$ cat config.mk
export PLATFORM = sky130hd
export DESIGN_NAME = bram_player
export DESIGN_NICKNAME = d
export VERILOG_FILES = /design/src/rtl/bram_player.sv
export SDC_FILE = /design/constraint.sdc
export NUM_CORES = 1
export LEC_CHECK = 0
export CORE_ASPECT_RATIO = 1.4
export CORE_MARGIN = 4
export CORE_UTILIZATION = 50
export CTS_CLUSTER_DIAMETER = 50
export DETAILED_ROUTE_END_ITERATION = 10
export PLACE_DENSITY = 0.79
export SLEW_MARGIN = 20
export SYNTH_ARGS = -nofsm -noshare
export SYNTH_HDL_FRONTEND = slang
export SYNTH_SLANG_ARGS = --single-unit
$ cat constraint.sdc
create_clock -name clk -period 4 [get_ports clk]
set_input_delay 1.2 -clock clk [delete_from_list [all_inputs] [get_ports clk]]
set_output_delay 1.2 -clock clk [all_outputs]
set_load 0.05 [all_outputs]
$ cat src/rtl/bram_player.sv
// bram_player
//   Multi-channel BRAM waveform player. Plays the address window
//   [start_addr, stop_addr] (modulo 2^ADDR_WIDTH) with each address held for
//   dec_rate+1 cycles, in single, burst (burst_cnt passes) or continuous mode.
//   Playback starts after an arm edge plus an optional trigger. abort returns
//   the player to IDLE at any time. Lanes show default_value whenever no
//   playing sample is in flight.
//
// Ports
//   clk, rst_n      : clock, synchronous active-low reset
//   arm             : rising edge arms the player
//   trig, trig_sel  : trig_sel=0 starts on arm, trig_sel=1 waits for trig=1
//   abort           : level, back to IDLE, no done
//   mode            : 0 single, 1 burst, 2 continuous, 3 single
//   burst_cnt       : passes in burst mode (0 behaves as 1)
//   dec_rate        : hold count minus one per address
//   start_addr      : first window address
//   stop_addr       : last window address (inclusive)
//   default_value   : per-lane idle level, lane k at [k*DATA_WIDTH +: DATA_WIDTH]
//   bram_addr/we    : BRAM read port (we tied low)
//   bram_data_i     : packed lanes returned by the BRAM
//   data_o          : registered output lanes
//   sample_stb      : pulse when data_o takes the first sample of an address
//   busy            : ARMED or PLAY
//   done            : pulse on normal completion
//   pass_cnt        : completed passes of the current run
module bram_player #(
  parameter int ADDR_WIDTH = 10,
  parameter int DATA_WIDTH = 14,
  parameter int N_CH       = 2,
  parameter int RD_LATENCY = 1
) (
  input  logic                       clk,
  input  logic                       rst_n,
  input  logic                       arm,
  input  logic                       trig,
  input  logic                       trig_sel,
  input  logic                       abort,
  input  logic [1:0]                 mode,
  input  logic [15:0]                burst_cnt,
  input  logic [31:0]                dec_rate,
  input  logic [ADDR_WIDTH-1:0]      start_addr,
  input  logic [ADDR_WIDTH-1:0]      stop_addr,
  input  logic [N_CH*DATA_WIDTH-1:0] default_value,
  output logic [ADDR_WIDTH-1:0]      bram_addr,
  output logic                       bram_we,
  input  logic [N_CH*DATA_WIDTH-1:0] bram_data_i,
  output logic [N_CH*DATA_WIDTH-1:0] data_o,
  output logic                       sample_stb,
  output logic                       busy,
  output logic                       done,
  output logic [15:0]                pass_cnt
);

  localparam int LANES_W = N_CH * DATA_WIDTH;

  typedef enum logic [1:0] {
    S_IDLE  = 2'd0,
    S_ARMED = 2'd1,
    S_PLAY  = 2'd2
  } state_e;

  state_e state_q, state_d;

  logic                    arm_q, arm_d;
  logic [ADDR_WIDTH-1:0]   addr_q, addr_d;
  logic [ADDR_WIDTH-1:0]   start_q, start_d;
  logic [ADDR_WIDTH-1:0]   stop_q, stop_d;
  logic [31:0]             dec_q, dec_d;
  logic [31:0]             hold_q, hold_d;
  logic [15:0]             target_q, target_d;
  logic                    cont_q, cont_d;
  logic [15:0]             pass_cnt_q, pass_cnt_d;
  logic                    done_q, done_d;
  logic [RD_LATENCY-1:0]   vld_pipe_q, vld_pipe_d;
  logic [RD_LATENCY-1:0]   stb_pipe_q, stb_pipe_d;
  logic [LANES_W-1:0]      data_q, data_d;
  logic                    sample_stb_q, sample_stb_d;

  logic                    arm_rise;
  logic                    go;
  logic                    last_hold;
  logic                    pass_end;
  logic                    final_pass;
  logic                    finish;
  logic                    vld_in;
  logic                    stb_in;
  logic [RD_LATENCY:0]     vld_ext;
  logic [RD_LATENCY:0]     stb_ext;

  // Control decodes shared by next-state and datapath logic.
  always_comb begin
    arm_rise   = arm & ~arm_q;
    go         = (state_q == S_ARMED) && !abort && (!trig_sel || trig);
    last_hold  = (hold_q == dec_q);
    pass_end   = (state_q == S_PLAY) && last_hold && (addr_q == stop_q);
    // pass_cnt_q never exceeds target-1 outside continuous mode, so the
    // 17-bit sum only matters for robustness.
    final_pass = !cont_q &&
                 (({1'b0, pass_cnt_q} + 17'd1) >= {1'b0, target_q});
    finish     = pass_end && final_pass && !abort;
  end

  // State register
  always_ff @(posedge clk) begin
    if (!rst_n) begin
      state_q <= S_IDLE;
    end else begin
      state_q <= state_d;
    end
  end

  // Next-state logic; abort outranks both trigger and completion.
  always_comb begin
    state_d = state_q;
    unique case (state_q)
      S_IDLE: begin
        if (arm_rise) state_d = S_ARMED;
      end
      S_ARMED: begin
        if (abort)   state_d = S_IDLE;
        else if (go) state_d = S_PLAY;
      end
      S_PLAY: begin
        if (abort)       state_d = S_IDLE;
        else if (finish) state_d = S_IDLE;
      end
      default: state_d = S_IDLE;
    endcase
  end

  // Datapath next values
  always_comb begin
    arm_d      = arm;
    addr_d     = addr_q;
    start_d    = start_q;
    stop_d     = stop_q;
    dec_d      = dec_q;
    hold_d     = hold_q;
    target_d   = target_q;
    cont_d     = cont_q;
    pass_cnt_d = pass_cnt_q;
    done_d     = finish;

    if (go) begin
      // Run configuration is captured once; later input changes are ignored.
      start_d    = start_addr;
      stop_d     = stop_addr;
      dec_d      = dec_rate;
      cont_d     = (mode == 2'd2);
      if (mode == 2'd1) begin
        target_d = (burst_cnt == 16'd0) ? 16'd1 : burst_cnt;
      end else begin
        target_d = 16'd1;
      end
      addr_d     = start_addr;
      hold_d     = '0;
      pass_cnt_d = '0;
    end else if (state_q == S_PLAY) begin
      if (abort) begin
        addr_d = start_q;
        hold_d = '0;
      end else if (last_hold) begin
        hold_d = '0;
        if (addr_q == stop_q) begin
          // Wrap also covers the final pass, leaving bram_addr at start in IDLE.
          addr_d = start_q;
          if (pass_cnt_q != '1) begin
            pass_cnt_d = pass_cnt_q + 16'd1;
          end
        end else begin
          addr_d = addr_q + ADDR_WIDTH'(1);
        end
      end else begin
        hold_d = hold_q + 32'd1;
      end
    end
  end

  // Valid/strobe delay line aligns each address with its returning BRAM data.
  always_comb begin
    vld_in       = (state_q == S_PLAY);
    stb_in       = (state_q == S_PLAY) && (hold_q == '0);
    vld_ext      = {vld_pipe_q, vld_in};
    stb_ext      = {stb_pipe_q, stb_in};
    vld_pipe_d   = vld_ext[RD_LATENCY-1:0];
    stb_pipe_d   = stb_ext[RD_LATENCY-1:0];
    data_d       = vld_pipe_q[RD_LATENCY-1] ? bram_data_i : default_value;
    sample_stb_d = stb_pipe_q[RD_LATENCY-1];
  end

  always_ff @(posedge clk) begin
    if (!rst_n) begin
      arm_q        <= 1'b0;
      addr_q       <= '0;
      start_q      <= '0;
      stop_q       <= '0;
      dec_q        <= '0;
      hold_q       <= '0;
      target_q     <= '0;
      cont_q       <= 1'b0;
      pass_cnt_q   <= '0;
      done_q       <= 1'b0;
      vld_pipe_q   <= '0;
      stb_pipe_q   <= '0;
      data_q       <= '0;
      sample_stb_q <= 1'b0;
    end else begin
      arm_q        <= arm_d;
      addr_q       <= addr_d;
      start_q      <= start_d;
      stop_q       <= stop_d;
      dec_q        <= dec_d;
      hold_q       <= hold_d;
      target_q     <= target_d;
      cont_q       <= cont_d;
      pass_cnt_q   <= pass_cnt_d;
      done_q       <= done_d;
      vld_pipe_q   <= vld_pipe_d;
      stb_pipe_q   <= stb_pipe_d;
      data_q       <= data_d;
      sample_stb_q <= sample_stb_d;
    end
  end

  // Output decode
  always_comb begin
    busy       = (state_q == S_ARMED) || (state_q == S_PLAY);
    bram_we    = 1'b0;
    bram_addr  = addr_q;
    data_o     = data_q;
    sample_stb = sample_stb_q;
    done       = done_q;
    pass_cnt   = pass_cnt_q;
  end

endmodule

Word-level counts from Yosys, hierarchy flattened

Index checks and enable logic that the tools add are counted.

Muxes and demuxes: 16
Multiply operators: 0
Reductions and logical operators: 22
Div/mod/pow operators: 0
Bitwise operators: 4
Equality and inequality tests: 10
Shifts and indexed selects: 0
Magnitude comparators: 1
$add $sub $neg: 4

Operator list:

| kind                    | number |
|---|---|
| $mux W32                | 2 |
| $mux W10                | 5 |
| $add A32 B1 Y32 const B | 1 |
| $eq A32 B32 Y1          | 1 |
| $logic_not A32 Y1       | 1 |
| $mux W16                | 2 |
| $mux W28                | 1 |
| $add A16 B1 Y17 const B | 1 |
| $ge A17 B16 Y1          | 1 |
| $add A16 B1 Y16 const B | 1 |
| $logic_not A16 Y1       | 1 |
| $ne A16 B16 Y1 const B  | 1 |
| $add A10 B1 Y10 const B | 1 |
| $eq A10 B10 Y1          | 1 |
| $mux W2                 | 5 |
| $logic_and A1 B1 Y1     | 8 |
| $ne A3 B3 Y1 const B    | 2 |
| $pmux W2 S3             | 1 |
| $reduce_and A5 Y1       | 1 |
| $eq A2 B1 Y1 const B    | 2 |
| $eq A2 B2 Y1 const B    | 2 |
| $logic_not A1 Y1        | 3 |
| $not A1 Y1              | 3 |
| $reduce_and A3 Y1       | 1 |
| other kinds (8)         | 9 |

RAM bits: 0
Input port bits: 132
Memories kept: 0
ROM bits: 0
Latch bits: 0
Flip-flop bits (word level): 162
Word-level logic and storage cells: 72
Output and inout port bits: 58

Logic depth before layout (Yosys ltp)

Word-level depth: 8
Depth in mapped cells: 15
Depth with buffers taken out: 15

Worst setup path after synthesis

Ideal clock, no wire load.

Path type: register -> register
Start: register pass_cnt_q[0] (netlist: pass_cnt[0])
End: register state_q[0]
Period minus slack after synthesis: 3.627 ns
Setup slack: 0.373 ns
Buffers on the path: 0
Arrival time: 3.499 ns
Data required time: 3.872 ns
Cell stages (with the launch flop): 16
Library setup time: 0.128 ns
Cell sequence: dfxtp_1 > ha_1 > and3_1 > nand4_1 > nor2_1 > and3_1 > and3_1 > xor2_1 > ha_1 > nand3_1 > nor2_1 > a221oi_1 > nand2_1 > o31ai_1 > a31oi_1 > mux2i_1

Word-level cells in the longest chain between the ends: 7

RTL lines:

| element                            | RTL line | RTL |
|---|---|---|
| start: declaration                 | 73       | `logic [15:0] pass_cnt_q, pass_cnt_d;` |
| start signal: assignment           | 217      | `pass_cnt_q <= pass_cnt_d;` |
| $add A16 B1 Y17                    | 100      | `(({1'b0, pass_cnt_q} + 17'd1) >= {1'b0, target_q});` |
| $ge A17 B16 Y1                     | 100      |  |
| $logic_and A1 B1 Y1                | 99       | `final_pass = !cont_q &&` |
| $logic_and A1 B1 Y1 (2 in series)  | 101      | `finish = pass_end && final_pass && !abort;` |
| $ne A3 B3 Y1 (no source line)      | n/a      |  |
| $reduce_and A3 Y1 (no source line) | n/a      |  |
| end signal: assignment             | 109      | `state_q <= state_d;` |
| end: declaration                   | 63       | `state_e state_q, state_d;` |

No other way between the ends.
A chain may end at the register's enable or synchronous reset.

Worst setup path in the final report

Same ends and word-level chain as after synthesis.

==> metrics.md <==
| Metric | Value |
|---|---|
| Min-Delay Path Class | flop to flop |
| CTS Root Cell | clkbuf_16 |
| RePlAce Congestion | 0.898 |
| Worst path max stage delay | 0.44 ns |
| Tcrit/Tclk final | 89.6% |
| Vias after detailed routing | 7052 |
| Async set-reset flop share out of synthesis | 0% |
| Maximum VDD drop | 0.303 mV |
| Critical Path Sink Type | flop |
| Num Clock Sinks | 162 |
| Mean Syn Cell Area | 8.32 sq um |
| Synth warn | 0 |
| H-tree depth reported by CTS | 4 |
| Detailed Route WL | 20900 microns |
| Critical Path Most Common Cell | and3_1 |
| Worst slew pin tran | 0.848 ns |
| Final Setup Violations | 0 |
| Input/output buffers | 188 |
| Slew Limit Fails | 0 |
| Dpl hpwl | 15700 microns |
| Run status | completed |
| Multi-input logic area | 0.00415 sq mm |
| Filler cell count in the final layout | 1238 |
| CP max FO | 6 |
| Relative slew slack | 43.4% |
| Final hold viol count | 0 |
| Row cnt | 53 |
| WP buf/inv | 0 |
| Die H | 155 microns |
| DP Area | 0.00971 sq mm |
| EDFF count, synth | 0 |
| P per Cell Area | 418 mW/mm^2 |
| Static leakage | 4.02 nW |
| Clock Path Buffers | 2 |
| Area of the die | 0.0175 sq mm |
| First-pass DRT Iterations | 5 |
| Predominant post-synthesis flop cell | dfxtp_1 |
| Post-Syn Area | 0.00771 sq mm |
| Initial antenna violation count | 1 |
| Share of layout cells above drive strength 1 | 5.68% |
| Final-stage net count | 1252 |
| Die Wd | 113 microns |
| CTS clk-pin slew, worst paths | 0.06 ns |
| TritonCTS clock tree | built |
| Setup tns final | 0 ns |
| Crit path cell chain | ha_1 > and3_1 > nand4_1 > nor2_2 > and3_1 > and3_1 > xor2_1 > ha_1 > nand3_1 > nor2_1 > a221oi_1 > nand2_1 > o31ai_2 > a31oi_1 > mux2i_1 |
| Postcts setup bufs | 0 |
| Top delay family on crit path | simple AND/OR/NAND/NOR gates |
| Crit path launch type | flop |
| Register area share after synthesis | 42.0% |
| Global-route wire length before repair | 32700 microns |
| Worst path arrival time | 3.88 ns |
| RSZ-0062 raised after global routing | no |
| Largest net degree at the start of global routing | 85 |
| Post-route cell area | 0.0103 sq mm |
| DR DRC count | 0 |
| Clk Latency, worst-skew pair | 0.42 ns |
| Layout area overhead | 33.3% |
| Crit path kind | flop to flop |
| DRT iter0 DRCs | 499 |
| Vias per cell | 5.42 |
| # Max-Cap Violations | 0 |
| Netlist cell types | 57 |
| Tmin final | 3.58 ns |
| Syn nets | 1082 |
| Tot GR Track Use | 23.5% |
| Remaining Overflow, GRT | 0 |
| Gate Count Post-Synth | 927 |
| Core Area | 0.0151 sq mm |
| WP data required | 4.29 ns |
| FMAX | 279 MHz |
| Post-Route Skew | 0.00735 ns |
| Initial core utilization | 51.2% |
| TritonCTS Buffers | 17 |
| Slowest cell on the critical path | dfxtp_1 |
| ANT nets after route | 0 |
| Vias in the first global route | 6794 |
| Post-synthesis register bit count | 162 |
| Reg area | 0.00324 sq mm |
| WL/cell | 16.0 microns |
| # IOs | 190 |
## state kept, by name, summed over array words and instances (netlist names)
register and flops:
arm_q 1, bram_addr 10, cont_q 1, data_o 28
dec_q 32, done 1, hold_q 32, pass_cnt 16
sample_stb 1, sample_stb_d 1, start_q 10, state_q 2
stop_q 10, target_q 16, vld_pipe_q 1
## cell families (layout without fill, tap and decap cells)
logic type	Yosys count	count (layout)	share of synthesized area [%]
xor+xnor	99	99	11.3
simple gates	396	396	23.8
fa+ha+maj	23	23	3.73
compound gates	132	132	10.1
mux	35	35	4.57
flops	162	162	42.0
other cells	1	2	0.0486
buf+inv	79	261	4.35
## metal layers
| layer | global-route usage [%] | vias up | share of wire (%) |
|---|---|---|---|
| li1 | - | 3482 | - |
| met3 | 6.58 | 77 | 6.8 |
| met4 | 13.5 | 0 | 5.2 |
| met2 | 41.8 | 278 | 50 |
| met1 | 24.5 | 3215 | 38 |
| met5 | 0 | - | 0 |
## metrics by stage
step / total power [W] / setup WS (ns) / util, % / hold slack [ns] / instances
2_1_floorplan: 0.00242 / 0.373 / - / 0.412 / 927
3_3_place_gp: 0.00277 / 0.518 / 64.5 / 0.418 / 1270
3_5_place_dp: 0.00278 / 0.415 / 64.5 / 0.428 / 1270
4_1_cts: 0.00432 / 0.294 / 68.2 / 0.443 / 1301
5_1_grt: 0.00447 / 0.0662 / 68.3 / 0.457 / 1302
6_report: 0.00429 / 0.417 / 68.3 / 0.440 / 1302
## cells in the final DEF, fill, tap and decap left out, types with 6 or more instances in the layout
master,Yosys,routed
and3_1,15,15
xnor2_1,13,13
nor4_1,18,18
mux2i_1,33,33
nor2_1,95,94
a21oi_1,71,71
nand3_1,22,22
nand2_1,176,175
o21ai_0,23,23
a31oi_1,6,6
nand4_1,25,25
buf_4,1,13
clkbuf_16,0,17
nor3_1,8,8
ha_1,23,23
a311oi_1,6,6
clkdlybuf4s50_1,0,188
xor2_1,85,85
dfxtp_1,162,162
inv_1,28,28
## Yosys cell counts, types with 5 or more instances
cell type  instances  area [sq um]
a21oi_1           71           355
a311oi_1           6          52.6
a31oi_1            6          37.5
a41oi_1            5          43.8
and2_1             6          37.5
and3_1            15          93.8
and4_1             5          43.8
clkbuf_1          39           146
dfxtp_1          162          3240
ha_1              23           288
inv_1             28           105
mux2i_1           33           330
nand2_1          176           661
nand3_1           22           110
nand4_1           25           156
nor2_1            95           357
nor3_1             8          40.0
nor4_1            18           113
o21ai_0           23           115
xnor2_1           13           114
xor2_1            85           744
## timing repair
action	in CTS	in global routing
resized for setup	0	2
setup endpoints to repair	0	2
hold buffers	0	0
## worst paths after layout
kind	startpoint	to	slack [ns]	depth (start not counted)
worst max-delay path	pass_cnt[0]	state_q[0]	0.42	15
worst min-delay path	sample_stb_d	sample_stb	0.44	1
worst max register to register	pass_cnt[0]	state_q[0]	0.42	15
worst min register to register	sample_stb_d	sample_stb	0.44	1
## power breakdown
part | leakage [nW] | internal (W) | switching (W)
clock network | 0.267 | 0.000906 | 0.000636
registers | 1.32 | 0.00171 | 0.0000759
logic | 2.43 | 0.000389 | 0.000581
total | 4.02 | 0.00300 | 0.00129
## area by class of cell
class / instances / share of cell area, %
Clock inverter: 7 / 0.743
Clock buffer: 24 / 4.69
Multi-Input combinational cell: 686 / 40.3
Timing Repair Buffer: 201 / 19.3
Tap cell: 192 / 2.34
Sequential cell: 162 / 31.6
Antenna cell: 1 / 0.0243
Inverter: 29 / 1.06
No activity file was read; power rests on OpenSTA's default activity.
